===== src/rtl/uart_tx_arbiter.sv =====
// Round-robin arbiter sharing one 8N1 UART transmitter among N byte requesters,
// with a per-requester lock so multi-byte messages go out without interleaving.
//
// state     | meaning
// IDLE      | no frame in flight; a winner is accepted when en and tx ready
// ISSUE     | valid/en held to the transmitter until it drops ready
// WAIT_DONE | frame on the line; waiting for the transmitter to raise ready
module uart_tx_arbiter #(
    parameter int N = 4
) (
    input  logic             i_clk,
    input  logic             i_rst_n,
    input  logic             i_en,
    input  logic [N-1:0]     i_req_valid,
    input  logic [8*N-1:0]   i_req_data,
    input  logic [N-1:0]     i_req_last,
    output logic [N-1:0]     o_req_ready,
    output logic             o_tx_en,
    output logic             o_tx_valid,
    output logic [7:0]       o_tx_in,
    input  logic             i_tx_ready,
    output logic [N-1:0]     o_grant,
    output logic             o_busy
);

    localparam int PW  = $clog2(N);
    localparam int PW1 = PW + 1;
    localparam logic [PW1-1:0] N_W      = PW1'(N);
    localparam logic [PW-1:0]  LAST_IDX = PW'(N - 1);

    typedef enum logic [1:0] {
        S_IDLE,
        S_ISSUE,
        S_WAIT_DONE
    } state_t;

    state_t            r_state;
    state_t            w_state_nxt;
    logic [PW-1:0]     r_ptr;
    logic              r_lock;
    logic [PW-1:0]     r_owner;
    logic              r_tx_valid;
    logic              r_tx_en;
    logic [7:0]        r_tx_in;
    logic [N-1:0]      r_grant;

    logic [PW-1:0]     w_rot_idx [N];
    logic              w_win_found;
    logic [PW-1:0]     w_win_idx;
    logic [N-1:0]      w_win_onehot;
    logic [7:0]        w_win_data;
    logic              w_accept;

    // Scan order ptr, ptr+1, ... wrapped at N (N need not be a power of two).
    for (genvar g = 0; g < N; g++) begin : g_rot
        logic [PW1-1:0] w_sum;
        assign w_sum        = {1'b0, r_ptr} + PW1'(g);
        assign w_rot_idx[g] = (w_sum >= N_W) ? PW'(w_sum - N_W) : PW'(w_sum);
    end

    always_comb begin
        w_win_found = 1'b0;
        w_win_idx   = '0;
        if (r_lock) begin
            w_win_found = i_req_valid[r_owner];
            w_win_idx   = r_owner;
        end else begin
            // Walk backwards so the closest eligible index to ptr is the last write.
            for (int k = N - 1; k >= 0; k--) begin
                if (i_req_valid[w_rot_idx[k]]) begin
                    w_win_found = 1'b1;
                    w_win_idx   = w_rot_idx[k];
                end
            end
        end
    end

    assign w_win_onehot = N'(1) << w_win_idx;
    assign w_win_data   = i_req_data[8*w_win_idx +: 8];
    assign w_accept     = (r_state == S_IDLE) & i_en & i_tx_ready & w_win_found;

    always_comb begin
        w_state_nxt = r_state;
        case (r_state)
            S_IDLE:      if (w_accept)    w_state_nxt = S_ISSUE;
            S_ISSUE:     if (!i_tx_ready) w_state_nxt = S_WAIT_DONE;
            S_WAIT_DONE: if (i_tx_ready)  w_state_nxt = S_IDLE;
            default:                      w_state_nxt = S_IDLE;
        endcase
    end

    always_ff @(posedge i_clk) begin
        if (!i_rst_n) begin
            r_state <= S_IDLE;
        end else begin
            r_state <= w_state_nxt;
        end
    end

    always_ff @(posedge i_clk) begin
        if (!i_rst_n) begin
            r_ptr      <= '0;
            r_lock     <= 1'b0;
            r_owner    <= '0;
            r_tx_valid <= 1'b0;
            r_tx_en    <= 1'b0;
            r_tx_in    <= '0;
            r_grant    <= '0;
        end else begin
            if (w_accept) begin
                r_tx_in    <= w_win_data;
                r_tx_valid <= 1'b1;
                r_tx_en    <= 1'b1;
                r_grant    <= w_win_onehot;
                if (i_req_last[w_win_idx]) begin
                    r_lock <= 1'b0;
                    r_ptr  <= (w_win_idx == LAST_IDX) ? '0 : w_win_idx + 1'b1;
                end else begin
                    r_lock  <= 1'b1;
                    r_owner <= w_win_idx;
                end
            end
            if ((r_state == S_ISSUE) && !i_tx_ready) begin
                r_tx_valid <= 1'b0;
                r_tx_en    <= 1'b0;
            end
            // A locked owner keeps its grant across the idle gap between bytes.
            if ((r_state == S_WAIT_DONE) && i_tx_ready && !r_lock) begin
                r_grant <= '0;
            end
        end
    end

    assign o_req_ready = w_accept ? w_win_onehot : '0;
    assign o_tx_valid  = r_tx_valid;
    assign o_tx_en     = r_tx_en;
    assign o_tx_in     = r_tx_in;
    assign o_grant     = r_grant;
    assign o_busy      = (r_state != S_IDLE) | r_lock;

endmodule


===== config.mk =====
export PLATFORM = sky130hd
export DESIGN_NAME = uart_tx_arbiter
export DESIGN_NICKNAME = d
export VERILOG_FILES = /design/src/rtl/uart_tx_arbiter.sv
export SDC_FILE = /design/constraint.sdc
export NUM_CORES = 1
export LEC_CHECK = 0
export CAP_MARGIN = 20
export CORE_ASPECT_RATIO = 0.7
export CORE_UTILIZATION = 42
export DETAILED_ROUTE_END_ITERATION = 7
export GPL_TIMING_DRIVEN = 0
export PLACE_DENSITY = 0.89
export SETUP_SLACK_MARGIN = 0.05
export SYNTH_ARGS = -nofsm -noshare
export SYNTH_HDL_FRONTEND = slang
export SYNTH_SLANG_ARGS = --single-unit

===== constraint.sdc =====
create_clock -name i_clk -period 2.2 [get_ports i_clk]
set_input_delay 0.22 -clock i_clk [delete_from_list [all_inputs] [get_ports i_clk]]
set_output_delay 0.22 -clock i_clk [all_outputs]
set_load 0.03 [all_outputs]

==> Word-level counts from Yosys, hierarchy flattened <==
Cells that the tools add are included.
{ "op_classes": {"add_sub_neg": 8, "order_cmp": 10, "n_eq_ne": 6, "shifts": 2, "mux": 33, "bitwise_logic": 6, "reduce_logical": 12} }
{ "op_table": {"columns": ["op", "count"], "rows": [
  ["32-bit by 6-bit variable part select with 8-bit output", 1],
  ["2-bit 2-to-1 mux", 13],
  ["2-bit by 3-bit less-than comparator with 1-bit output, second input constant", 6],
  ["1-bit binary-select mux with 2-bit select", 6],
  ["1-bit 2-to-1 mux", 12],
  ["3-bit greater-or-equal comparator, second input constant", 3],
  ["2-bit by 1-bit subtractor with 2-bit output, second input constant", 4],
  ["2-bit by 2-bit adder with 3-bit output, second input constant", 2],
  ["2-bit inequality test, second input constant", 3],
  ["2-bit case mux with 3 select lines", 1],
  ["2-bit == test, second input constant", 2],
  ["4-bit 2-to-1 mux", 1],
  ["2-bit AND reduction", 2],
  ["2-bit OR reduction", 2],
  ["1-bit by 2-bit << shifter with 4-bit output, first input constant", 1],
  ["2-bit by 1-bit adder with 3-bit output, second input constant", 1],
  ["1-bit bitwise AND", 3],
  ["2-bit by 3-bit greater-or-equal comparator with 1-bit output, second input constant", 1],
  ["1-bit logical AND", 3],
  ["3-bit AND reduction", 1],
  ["2-bit by 1-bit adder with 2-bit output, second input constant", 1],
  ["2-bit by 1-bit == test with 1-bit output, second input constant", 1],
  ["1-bit logical NOT", 2],
  ["2-bit logical NOT", 1],
  ["other kinds (3)", 4]
]} }
{ "word_totals": {"register_bits": 20, "word_cells": 84} }

==> Logic depth before layout (Yosys ltp) <==
{ "depth": {"word_depth": 14, "depth_mapped": 10} }

==> Least setup slack after synthesis <==
Ideal clock, no wire load.
{ "synth_path": {"kind": "register to output", "from": "reg r_ptr[1]", "to": "out o_req_ready[1]", "arrival_ns": 1.795, "slack_ns": 0.185, "stages_incl_launch_ff": 10, "n_path_buf": 1, "path_cell_list": "dfxtp_1 > nand2b_1 > nand3b_2 > a211oi_4 > nor2_4 > buf_6 > inv_2 > ha_1 > nand2_1 > inv_1"} }
{ "synth_between": {"elab_chain_cells": 12, "elab_cells_between_ends": 36} }
{ "synth_rtl": {"columns": ["item", "line", "rtl"], "rows": [
  ["from (decl)", "39", "logic [PW-1:0] r_ptr;"],
  ["from (signal assigned)", "117", "r_ptr <= (w_win_idx == LAST_IDX) ? '0 : w_win_idx + 1'b1;"],
  ["2-bit by 2-bit adder with 3-bit output", "57", "assign w_sum = {1'b0, r_ptr} + PW1'(g);"],
  ["3-bit greater-or-equal comparator / 2-bit by 1-bit subtractor with 2-bit output (equally long branches)", "58", "assign w_rot_idx[g] = (w_sum >= N_W) ? PW'(w_sum - N_W) : PW'(w_sum);"],
  ["2-bit 2-to-1 mux", "58", null],
  ["1-bit binary-select mux with 2-bit select", "70", "if (i_req_valid[w_rot_idx[k]]) begin"],
  ["1-bit 2-to-1 mux (implied by the code)", "70", null],
  ["2-bit 2-to-1 mux (3 in a row)", "70", null],
  ["2-bit 2-to-1 mux *", "70", null],
  ["2-bit 2-to-1 mux *", "64", "if (r_lock) begin"],
  ["net w_win_idx[0]", "49", "logic [PW-1:0] w_win_idx;"],
  ["1-bit by 2-bit << shifter with 4-bit output *", "78", "assign w_win_onehot = N'(1) << w_win_idx;"],
  ["net w_win_onehot[1]", "50", "logic [N-1:0] w_win_onehot;"],
  ["4-bit 2-to-1 mux *", "134", "assign o_req_ready = w_accept ? w_win_onehot : '0;"],
  ["to (decl)", "17", "output logic [N-1:0] o_req_ready,"]
]} }
Mark *: on every way through the listed nets, which the timed path passes. The rest lies on a longest branch. The select of a mux whose other input is x is not followed.

==> Worst setup path in the final report <==
{ "layout_path": {"from": "reg r_ptr[1]", "to": "out o_req_ready[2]"} }
Same word-level chain as after synthesis.

==> flow_summary.yaml <==
run_status:
  status: "completed"
clock_network:
  clock_path_buffers: 2
  cts_root_buffer: "clkbuf_8"
  htreeDepth: 1
  numCtsBuffers: 3
  cts_tree: "done"
  hold_buffers: 0
  cts_sinks: 20
  clk_latency_ps: 270
  path_clk_slew_ps: 80
timing:
  slew_violations: 0
  holdWs_ps: 236.4
  hold_violations: 0
  timing.final.ws_setup_ps: 100.7
  fmax_mhz: 476.4
  finClkSkew_ps: 8.034
  tightestPinTransition_ps: 530.1
  rsz0062_at_grt: "false"
  period_needed_ps: 2099
  tns_ps: 0
  worst_slew_margin_rel_pct: 64.36
  setup_viol: 0
  finalCritPeriodShare_pct: 95.42
yosys:
  synth_warnings: 0
  synth_top_cell_area_share_pct: 27.95
  syn_area_per_cell_sq_um: 8.477
  synth_area_sq_um: 1433
  yosys-top-cells-area: "dfxtp_1 28%, a211oi_1 7.9%, o21a_1 5.8%"
  synth.largest_area_cell: "dfxtp_1"
  synth_edf_count: 0
  netlist_instances: 169
  ys_seq_area_share_pct: 27.95
  synth_commonest_cells: "20 x dfxtp_1, 19 x nand2_1, 15 x a211oi_1"
  ys_ff_latch: 20
  yosys.cell_count.top_type: "dfxtp_1"
  syn-num-nets: 217
  synth_top_flop_cell: "dfxtp_1"
  synthArstFlopShare_pct: 0
  synthDistinctLibCells: 47
detailed_routing:
  antenna_left: 0
  vias_per_cell: 5.850
  drcViolationCount: 0
  wl_mm: 4.765
  drtIter0Drc: 99
  drt_pass1_iterations: 5
  vias: 1679
  wl_per_cell_microns: 16.60
die:
  die_h_microns: 50.87
  dieWidth_microns: 71.81
  die_area_sq_um: 3652
  initial_core_util_pct: 44.90
  coreArea_sq_um: 3191
  rows: 17
  ios: 63
placed_design:
  placed_area_sq_um: 2101
  dp_slack_ps: -982.7
  hpwlAfterDp_mm: 3.088
  io_buffers: 62
  place.gp.congestion: 0.8814
hold_path:
  hold_class: "input pin to flop"
cells_and_area:
  nNetsFinal: 298
  n_antenna_cell: 0
  drive_gt1_share_pct: 23.29
  post-route-cell-area_sq_um: 2344
  fillers: 262
  syn_to_final_growth_pct: 63.58
setup_path:
  crit_fanout: 8
  critical_path_class: "flop to output port"
  cp-start-kind: "flop"
  critical_path_arrival_ps: 1880
  endpoint_kind: "output port"
  crit_required_ps: 1980
global_route:
  grt_max_degree: 13
  met3_usage_pct: 6.114
  first_global_vias: 1553
  grt_overflow: 0
  grt_antenna_before_repair: 0
  grt_pass1_wl_mm: 7.500
  met2_usage_pct: 43.24
  met1_usage_pct: 36.50
  grtUsageTotal_pct: 26.86
  busiest_layer: "met2"
pwr:
  p_per_area_nw_per_um2: 582.7
  static-leakage-power_nw: 0.9257
  finalPower_w: 0.001366
  vdd_drop_max_uv: 346.9
run:
  max_cap_violations: 0
## metrics by stage
step           utilization, %  std cells
2_1_floorplan               -        169
4_1_cts                 70.20        280
6_report                73.45        287
3_5_place_dp            65.84        269
5_1_grt                 73.45        287
3_3_place_gp            65.84        269
## cell families after synthesis
| kind of cell | share of synthesized area [%] |
|---|---|
| xor+xnor | 0.6115 |
| simple gates | 20.35 |
| mux | 2.969 |
| flops | 27.95 |
| compound gates | 39.13 |
| fa+ha+maj | 3.494 |
| buf+inv | 5.502 |
## flip-flops by register name, summed over array words and instances, names as in the netlist
register and cells:
o_grant 4, r_lock 1, r_state 2, o_tx_in 8
r_ptr 2, r_owner 2, o_tx_en 1
## metal layers
layer | share of wire [%] | routed length (microns)
met2 | 46 | 2211
met1 | 44 | 2108
met4 | 1.8 | 84
met3 | 7.6 | 361
met5 | 0 | 0
## area by class of cell
type | instances | area [sq um] | share of cell area [%]
plain buffers | 7 | 47.55 | 2.029
well taps | 38 | 47.55 | 2.029
flip-flops and latches | 20 | 405.4 | 17.30
multi-input cells | 134 | 1016 | 43.35
clock buffers | 3 | 41.29 | 1.762
repair buffers | 77 | 720.7 | 30.75
inverters | 7 | 35.03 | 1.495
clock inverters | 1 | 30.03 | 1.281
## final timing paths
check,cells past startpoint,from,slack [ps],end
min,2,i_tx_ready,240,r_state[1]
max reg2reg,9,r_lock,160,r_owner[0]
max,9,r_ptr[1],100,o_req_ready[2]
min reg2reg,2,o_grant[3],460,o_grant[3]
## power by group
group,leakage [nW],internal (W),switching [W]
clock network,0.0357,0.000243,0.000136
logic,0.726,0.000278,0.000299
registers,0.164,0.000388,0.0000222
## worst max-delay path: stages (launching register included)
cell and delay, ps:
dfxtp_4 370, and2_1 150, o211ai_1 160, buf_4 150, nand3_4 150, inv_8 120, ha_1 200, nand2_2 70
inv_1 60, clkbuf_4 180
## cells in the final DEF, fill, tap and decap left out, drive strengths merged, types with 2 or more instances in the layout
cell type,n
o31ai,10
o221a,2
nand2,19
o311ai,2
o41ai,3
o21a,18
clkdlybuf4s50,53
nor3,2
clkbuf,7
mux2i,2
inv,6
ha,4
nand3,10
a21oi,7
nand2b,7
dlygate4sd2,3
o21ai,6
buf,23
nor2,6
a211oi,18
dfxtp,20
nand3b,4
## what timing repair did
item,4_1_cts,5_1_grt
setup buffers,7,8
endpoints found under the setup margin,13,12
hold endpoints to repair,0,0
pin swaps,6,3
resized for setup,36,18
Power figures use the tool's default switching activity.
